`src/rtl/p_mat_pkg.sv`:
```
// Shared types for the projection-matrix controller: datapath mode encodings,
// FSM states and memory-geometry helpers.
package p_mat_pkg;

  typedef enum logic [1:0] {
    ModeIdle = 2'd0,
    ModeMult = 2'd1,
    ModeNorm = 2'd2
  } mode_e;

  typedef enum logic [2:0] {
    StIdle,
    StLoad,
    StStream,
    StDrain1,
    StDrain2,
    StOut
  } state_e;

  // Two bands per coefficient word.
  function automatic int unsigned calc_words(input int unsigned bands);
    return bands / 2;
  endfunction

  // Two words per pixel beat, rounded up.
  function automatic int unsigned calc_beats(input int unsigned words);
    return (words + 1) / 2;
  endfunction

endpackage

```
`src/rtl/p_mat_ctrl_wrap_ctr.sv`:
```
// Modulo counter with synchronous clear, enable and a wrap flag that is high
// on the enabled cycle where the count returns to zero.
module wrap_ctr #(
  parameter int unsigned MODULO = 4,
  parameter int unsigned WIDTH  = (MODULO > 1) ? $clog2(MODULO) : 1
) (
  input  logic             clk,
  input  logic             rst,
  input  logic             clr,
  input  logic             en,
  output logic [WIDTH-1:0] count,
  output logic             wrap
);

  assign wrap = en && (count == WIDTH'(MODULO - 1));

  always_ff @(posedge clk) begin
    if (rst || clr) begin
      count <= '0;
    end else if (wrap) begin
      count <= '0;
    end else if (en) begin
      count <= count + 1'b1;
    end
  end

endmodule

```
`src/rtl/p_mat_ctrl.sv`:
```
// Controller that loads the projection matrix and streams pixel beats into the
// norm datapath. Optional P_MAT_CTRL_PIXCNT_EN adds a 32-bit result counter.
module p_mat_ctrl
  import p_mat_pkg::*;
#(
  parameter int unsigned SPECTRAL_BANDS = 103,
  parameter int unsigned T_WIDTH        = 16,
  parameter int unsigned IN_I_WIDTH     = 16,
  parameter int unsigned IN_F_WIDTH     = 16,
  localparam int unsigned WORDS = calc_words(SPECTRAL_BANDS),
  localparam int unsigned BEATS = calc_beats(WORDS),
  localparam int unsigned PW    = IN_I_WIDTH + IN_F_WIDTH,
  localparam int unsigned RW    = $clog2(SPECTRAL_BANDS),
  localparam int unsigned CW    = $clog2(WORDS)
) (
  input  logic                 clk,
  input  logic                 rst,
  input  logic                 load_start,
  input  logic                 coef_valid,
  output logic                 coef_ready,
  input  logic [2*T_WIDTH-1:0] coef_data,
  input  logic                 pix_valid,
  output logic                 pix_ready,
  input  logic [4*PW-1:0]      pix_data,
  output logic                 norm_valid,
  input  logic                 norm_ready,
  output logic [2*T_WIDTH-1:0] norm_out,
  output logic                 mat_loaded,
  output logic                 busy,
  output logic [RW-1:0]        row_1,
  output logic [RW-1:0]        row_2,
  output logic [CW-1:0]        col_1,
  output logic [CW-1:0]        col_2,
  output logic                 wr_en_1,
  output logic                 wr_en_2,
  output logic [2*T_WIDTH-1:0] in_1,
  output logic [2*T_WIDTH-1:0] in_2,
  output logic                 in_valid,
  output logic [4*PW-1:0]      in_pixel,
  output logic [1:0]           state,
  output logic                 mac_rst,
  input  logic [2*T_WIDTH-1:0] norm
`ifdef P_MAT_CTRL_PIXCNT_EN
  ,
  output logic [31:0]          pix_count
`endif
);

  localparam int unsigned BW = (BEATS > 1) ? $clog2(BEATS) : 1;

  state_e state_q, state_d;
  mode_e  mode;

  logic                 mat_loaded_q, in_valid_q;
  logic [4*PW-1:0]      in_pixel_q, pix_next;
  logic [2*T_WIDTH-1:0] norm_q;
  logic                 coef_acc, pix_acc, cnt_clr;
  logic                 col_wrap, row_wrap, beat_wrap;
  logic [CW-1:0]        col_cnt;
  logic [RW-1:0]        row_cnt;
  logic [BW-1:0]        beat_cnt;

  assign coef_acc = coef_valid && coef_ready;
  assign pix_acc  = pix_valid && pix_ready;
  assign cnt_clr  = (state_q == StIdle);

  wrap_ctr #(.MODULO(WORDS), .WIDTH(CW)) u_col_ctr (
    .clk   (clk),
    .rst   (rst),
    .clr   (cnt_clr),
    .en    (coef_acc),
    .count (col_cnt),
    .wrap  (col_wrap)
  );

  wrap_ctr #(.MODULO(SPECTRAL_BANDS), .WIDTH(RW)) u_row_ctr (
    .clk   (clk),
    .rst   (rst),
    .clr   (cnt_clr),
    .en    (col_wrap),
    .count (row_cnt),
    .wrap  (row_wrap)
  );

  wrap_ctr #(.MODULO(BEATS), .WIDTH(BW)) u_beat_ctr (
    .clk   (clk),
    .rst   (rst),
    .clr   (cnt_clr),
    .en    (pix_acc),
    .count (beat_cnt),
    .wrap  (beat_wrap)
  );

  always_comb begin
    state_d    = state_q;
    coef_ready = 1'b0;
    pix_ready  = 1'b0;
    case (state_q)
      StIdle: begin
        if (load_start) begin
          state_d = StLoad;
        end else if (mat_loaded_q && pix_valid) begin
          state_d = StStream;
        end
      end
      StLoad: begin
        coef_ready = 1'b1;
        if (row_wrap) state_d = StIdle;
      end
      StStream: begin
        pix_ready = 1'b1;
        if (beat_wrap) state_d = StDrain1;
      end
      StDrain1: state_d = StDrain2;
      StDrain2: state_d = StOut;
      StOut:    if (norm_ready) state_d = StIdle;
      default:  state_d = StIdle;
    endcase
  end

  // With an odd word count the last beat's second word lies past the matrix.
  always_comb begin
    pix_next = pix_data;
    if (beat_wrap && (WORDS % 2 == 1)) pix_next[4*PW-1:2*PW] = '0;
  end

  always_comb begin
    mode = ModeIdle;
    case (state_q)
      StStream, StDrain1: mode = ModeMult;
      StDrain2, StOut:    mode = ModeNorm;
      default:            mode = ModeIdle;
    endcase
  end

  always_ff @(posedge clk) begin
    if (rst) begin
      state_q      <= StIdle;
      mat_loaded_q <= 1'b0;
      in_valid_q   <= 1'b0;
      in_pixel_q   <= '0;
      norm_q       <= '0;
    end else begin
      state_q    <= state_d;
      in_valid_q <= pix_acc;
      if (pix_acc) in_pixel_q <= pix_next;
      if (state_q == StIdle && load_start) begin
        mat_loaded_q <= 1'b0;
      end else if (row_wrap) begin
        mat_loaded_q <= 1'b1;
      end
      if (state_q == StDrain2) norm_q <= norm;
    end
  end

`ifdef P_MAT_CTRL_PIXCNT_EN
  logic [31:0] pix_count_q;

  always_ff @(posedge clk) begin
    if (rst) begin
      pix_count_q <= '0;
    end else if (norm_valid && norm_ready) begin
      pix_count_q <= pix_count_q + 32'd1;
    end
  end

  assign pix_count = pix_count_q;
`endif

  assign wr_en_1    = coef_acc;
  assign wr_en_2    = 1'b0;
  assign in_1       = coef_acc ? coef_data : '0;
  assign in_2       = '0;
  assign row_1      = (state_q == StLoad) ? row_cnt : '0;
  assign row_2      = '0;
  assign col_1      = (state_q == StLoad)   ? col_cnt :
                      (state_q == StStream) ? CW'({beat_cnt, 1'b0}) : '0;
  assign col_2      = (state_q == StStream) ? CW'({beat_cnt, 1'b1}) : '0;
  assign in_valid   = in_valid_q;
  assign in_pixel   = in_pixel_q;
  assign norm_out   = norm_q;
  assign norm_valid = (state_q == StOut);
  assign mat_loaded = mat_loaded_q;
  assign busy       = (state_q != StIdle);
  assign state      = mode;
  assign mac_rst    = !(state_q == StStream || state_q == StDrain1);

endmodule

```
`config.mk`:
```
export PLATFORM = sky130hd
export DESIGN_NAME = p_mat_ctrl
export DESIGN_NICKNAME = d
export VERILOG_FILES = /design/src/rtl/p_mat_pkg.sv /design/src/rtl/p_mat_ctrl_wrap_ctr.sv /design/src/rtl/p_mat_ctrl.sv
export SDC_FILE = /design/constraint.sdc
export NUM_CORES = 1
export LEC_CHECK = 0
export CAP_MARGIN = 20
export CORE_AREA = 10 10 171 173
export DETAILED_ROUTE_END_ITERATION = 8
export DIE_AREA = 0 0 181 183
export PLACE_DENSITY = 0.69
export SYNTH_ARGS = -nofsm -noshare
export SYNTH_HDL_FRONTEND = slang
export SYNTH_HIERARCHICAL = 1
export SYNTH_SLANG_ARGS = --single-unit
```
`constraint.sdc`:
```
create_clock -name clk -period 2.5 [get_ports clk]
set_input_delay 0.375 -clock clk [delete_from_list [all_inputs] [get_ports clk]]
set_output_delay 0.375 -clock clk [all_outputs]
set_load 0.02 [all_outputs]
```
; Yosys cells after proc, flatten, opt, wreduce, memory -nomap -nowiden
; Cells that the tools add are included.
[totals]
reg_bits = 183
input_bits = 198
output_inout_bits = 261
word_cells = 57
[op_classes]
add_sub_neg = 3
eq_ne = 12
n_mux = 15
reduce_logical = 19
[op_table]
columns = op, count
row1 = $mux W64, 1
row2 = $mux W32, 1
row3 = $mux W6, 3
row4 = $pmux W3 S6, 1
row5 = $mux W3, 5
row6 = $reduce_or A2 Y1, 6
row7 = $add A7 B1 Y7 const B, 1
row8 = $eq A7 B7 Y1 const B, 1
row9 = $logic_and A1 B1 Y1, 7
row10 = $mux W7, 1
row11 = $add A6 B1 Y6 const B, 1
row12 = $eq A3 B2 Y1 const B, 2
row13 = $eq A3 B3 Y1 const B, 2
row14 = $eq A6 B6 Y1 const B, 1
row15 = $add A5 B1 Y5 const B, 1
row16 = $eq A5 B5 Y1 const B, 1
row17 = $ne A2 B2 Y1 const B, 2
row18 = $pmux W2 S2, 1
row19 = $reduce_and A4 Y1, 1
row20 = $eq A3 B1 Y1 const B, 1
row21 = $logic_not A3 Y1, 1
row22 = $ne A3 B3 Y1 const B, 1
row23 = $reduce_bool A3 Y1, 1
row24 = $logic_or A1 B1 Y1, 2
row25 = other kinds (3), 4

; Depth between registers and ports, before layout
[logic_depth]
ltp_word = 7
mapped_depth = 15
depth_no_buf = 10

; Cells and area by module
; Netlist, hierarchy kept.
[by_module_without_submodules]
columns = module, instances, cells_per_inst, area_each_um2, seq_area_each_um2
row1 = p_mat_ctrl, 1, 841, 6739.0, 3303.2
row2 = wrap_ctr at u_row_ctr, 1, 41, 382.9, 140.1
row3 = wrap_ctr at u_col_ctr, 1, 32, 295.3, 120.1
row4 = wrap_ctr at u_beat_ctr, 1, 27, 274.0, 100.1

; Worst setup path before layout
; OpenSTA, ideal clock, no wires.
[synth_timing]
path_kind = reg2reg
startpoint = register state_q[1]
endpoint = register state_q[0]
setup_ps = 121
arrival_time_ps = 2954
required_ps = 2379
setup_slack_ps = -574
stages_incl_launch_ff = 16
n_path_buf = 5
synth_period_minus_slack_ps = 3074
path_cell_list = dfxtp_1 > buf_2 > nand2b_1 > nor2_1 > clkbuf_1 > clkbuf_1 > and2_1 > buf_4 > nand4b_1 > nor2_1 > buf_6 > nand2_1 > nor3_1 > o22a_1 > o21ai_0 > mux2_2
[synth_between]
elab_chain_len = 7
[synth_lines]
columns = item, line_no
row1 = start: declaration, p_mat_ctrl.sv:51  ; state_e state_q, state_d;
row2 = start signal: assignment, p_mat_ctrl.sv:138  ; state_q <= StIdle;
row3 = start signal: assignment, p_mat_ctrl.sv:144  ; state_q <= state_d;
row4 = $eq A3 B1 Y1, p_mat_ctrl.sv:98  ; case (state_q)
row5 = $mux W1, p_mat_ctrl.sv:98
row6 = via coef_ready, p_mat_ctrl.sv:20  ; output logic coef_ready,
row7 = $logic_and A1 B1 Y1, p_mat_ctrl.sv:63  ; assign coef_acc = coef_valid && coef_ready;
row8 = via wr_en_1, p_mat_ctrl.sv:34  ; output logic wr_en_1,
row9 = $logic_and A1 B1 Y1, p_mat_ctrl_wrap_ctr.sv:15  ; assign wrap = en && (count == WIDTH'(MODULO - 1));
row10 = via col_wrap, p_mat_ctrl.sv:58  ; logic col_wrap, row_wrap, beat_wrap;
row11 = $logic_and A1 B1 Y1, p_mat_ctrl_wrap_ctr.sv:15
row12 = via row_wrap, p_mat_ctrl.sv:58
row13 = $ne A2 B2 Y1 (no line), --
row14 = $reduce_and A4 Y1 (no line), --
; The timed path passes the listed nets, and every way through them passes these cells.
; A chain may end at the register's enable or synchronous reset.

; Final worst setup path
[layout_timing]
startpoint = register state_q[1]
endpoint = output port wr_en_1
[layout_between]
elab_chain_len = 3
[layout_lines]
columns = item, line_no
row1 = $eq A3 B1 Y1, p_mat_ctrl.sv:98
row2 = $mux W1, p_mat_ctrl.sv:98
row3 = $logic_and A1 B1 Y1, p_mat_ctrl.sv:63
row4 = end: declaration, p_mat_ctrl.sv:34
; No other way between the ends.

==> out/metrics.cfg <==
[logic_synthesis]
synthDominantAreaCellType = dfxtp_1
dominantRegCellSynth = dfxtp_1
seq_area_frac_synth_pct = 47.6
postSynth.asyncResetShare_pct = 0
synthesis.instances = 941
synth_enable_flop_cells = 0
synth.avg_cell_area_sq_um = 8.17
syn_area_sq_um = 7690
post_synth_main_area_contributors = dfxtp_1 (48%), nand2_1 (13%), a21oi_1 (11%)
synth_seq_cells = 183
yosys_warnings = 6
synth_cell_types = 46
synth_top_cell_area_share_pct = 47.6

[global_routing]
grt_start_max_net_pins = 135
first_pass_grt_wire_length_um = 43800
antenna_found_initial = 0
first_global_vias = 7478
grt_util_all_layers_pct = 16.3
grt_overflow_total = 0

[die]
start_util_pct = 29.9
ioPinCount = 459
die_y_um = 183
row_count = 59
die_area_sq_um = 33100
core-area_sq_um = 25800
die_w_um = 181

[worst_setup_path]
critPathArrivalTime_ps = 2010
r2r.worst_path.cells = 10
timing.critical_path.fanout_max = 10
worst_r2r_endpoint = state_q[0]
critPathKind = reg -> out
rrSetupSlack_ps = 320
end_kind = primary output
setup.worst_path.start_class = register
r2r-start = state_q[1]
critical_path_required_ps = 2120

[timing]
finalHoldViolations = 0
max_transition_viols_final = 0
unrepaired_setup_endpoints_after_global_routing = false
relSlewSlack_pct = 51.0
period_minus_slack_ps = 2380
setup_viol_count_final = 0
finalClockSkew_ps = 20.4
clock.fmax_mhz = 419
timing.final.crit_share_pct = 95.4
worstMarginPinSlew_ps = 734

[cts]
clock_transition_at_the_registers_of_the_reported_paths_ps = 70
cts_made_buffers = 17
h-tree-depth = 4
tritoncts = yes
cts.path.max_buffers = 2
ctsRootBufferMaster = clkbuf_16
cts_sinks = 183
cts_hold_buffers = 0
clock_insertion_delay_worst_skew_ps = 430

[final_layout]
post-route-util_pct = 49.0
fraction_of_layout_instances_using_a_drive_strength_above_1_pct = 5.56
layout.nets = 1523
most_frequent_standard_cell_in_the_layout_excluding_fill_and_tap_cells = clkdlybuf4s50_1
filler_cell_count = 2439
post_layout_nonfiller_instances = 1667
mostFrequentLayoutCells = clkdlybuf4s50_1 (372), nand2_1 (265), dfxtp_1 (180)
insertedDiodeCount = 0
layout-area-overhead-vs-synth_pct = 64.1

[placement]
gp_congestion = 0.823
place.port_buffers = 418
place_hpwl_um = 21100
post-place-cells = 1633

[routing]
final_antenna_net_count = 0
detail_route.iter0.violations = 282
via_cell_ratio = 4.56
post_drt_wl_per_cell_um = 17.3
drt_pre_antenna_iters = 4
vias_after_detailed_routing = 7594
remaining_drc_errors = 0
wirelength_um = 28800

[worst_hold_path]
worstHoldEndpoint = norm_out[4]
worst_hold_path_type = in -> reg
startpoint_of_the_worst_hold_path = rst
worst_hold_path.num_cells = 2

[run_status]
run_status = finished, final reports clean

[power_and_ir_drop]
power_per_cell_area_nw_per_um2 = 680
totalPowerFinal_mw = 8.58
power.ir.vdd_worst_mv = 0.334
p_leak_nw = 5.13

[job]
max-cap-violations = 0

cells by family after synthesis:
group                      count (synthesis)  synth area share (%)
AOI/OAI and AO/OA                        187                  13.2
xor gates and xnor gates                  12                  1.37
adders and majority gates                  6                 0.976
buffers and inverters                    124                  9.45
DFF                                      183                  47.6
muxes                                      1                 0.146
other                                      1                0.0488
and+or+nand+nor                          427                  27.2
cell type report:
type | count | area, sq um | area share, %
Timing Repair Buffer | 435 | 4420 | 35.0
Sequential cell | 183 | 3670 | 29.1
Multi-Input combinational cell | 673 | 3490 | 27.7
Clock buffer | 18 | 439 | 3.48
Tap cell | 335 | 419 | 3.32
Clock inverter | 14 | 154 | 1.22
Inverter | 9 | 36.3 | 0.287
timing repair:
action,in CTS,in global routing
pin swaps,0,0
setup buffers,2,0
resized for setup,21,28
setup endpoints to repair,50,28
power by group:
group          total, mW  internal, mW  switching (mW)
Clock               2.71          1.37            1.34
Sequential          3.30          3.16           0.144
Combinational       2.57          1.16            1.41
metrics by stage:
step | hold WS (ps) | setup TNS [ps] | setup WS [ps] | instance area [sq um]
after floorplan | 471 | 0 | 8.05 | 7910
after global placement | 436 | 0 | 155 | 12000
after detailed placement | 442 | 0 | 126 | 12000
after CTS | 397 | -1.10 | -0.707 | 12600
after global routing | 423 | 0 | 4.74 | 12600
final | 404 | 0 | 115 | 12600
routing by layer:
metal  up-vias  track usage (%)  wire (um)
li1       3768                -          -
met2       302             26.7      13500
met5         -                0          0
met1      3506             18.6      11700
met4         0             4.20        340
met3        18             8.25       3260
state kept, by name, summed over array words and instances, names as in the netlist:
register	flops
norm_out	32
mat_loaded	1
u_col_ctr/count	6
state_q	3
in_valid	1
in_pixel	128
u_beat_ctr/count	5
u_row_ctr/count	7
worst max path at each step:
stage	startpoint	to	slack, ps
final	state_q[1]	wr_en_1	120
after global placement	coef_valid	state_q[0]	150
after detailed placement	coef_valid	state_q[0]	130
after CTS	state_q[1]	in_1[11]	-0.7
after global routing	state_q[1]	wr_en_1	5
after floorplan	state_q[1]	state_q[0]	8
critical path: stages, from the launching register on:
cell,delay [ps]
dfxtp_2,370
nand2b_4,160
nor2_4,140
and2_4,160
buf_4,140
clkdlybuf4s50_1,630
synthesized netlist by cell type, types with 6 or more instances:
library cell / instances
a21oi_1: 163
and2_1: 14
and3_1: 32
buf_4: 54
buf_6: 7
clkbuf_1: 49
dfxtp_1: 183
ha_1: 6
inv_1: 8
nand2_1: 266
nand3b_1: 64
nor2_1: 23
xor2_1: 8
(Power assumes the default switching activity.)
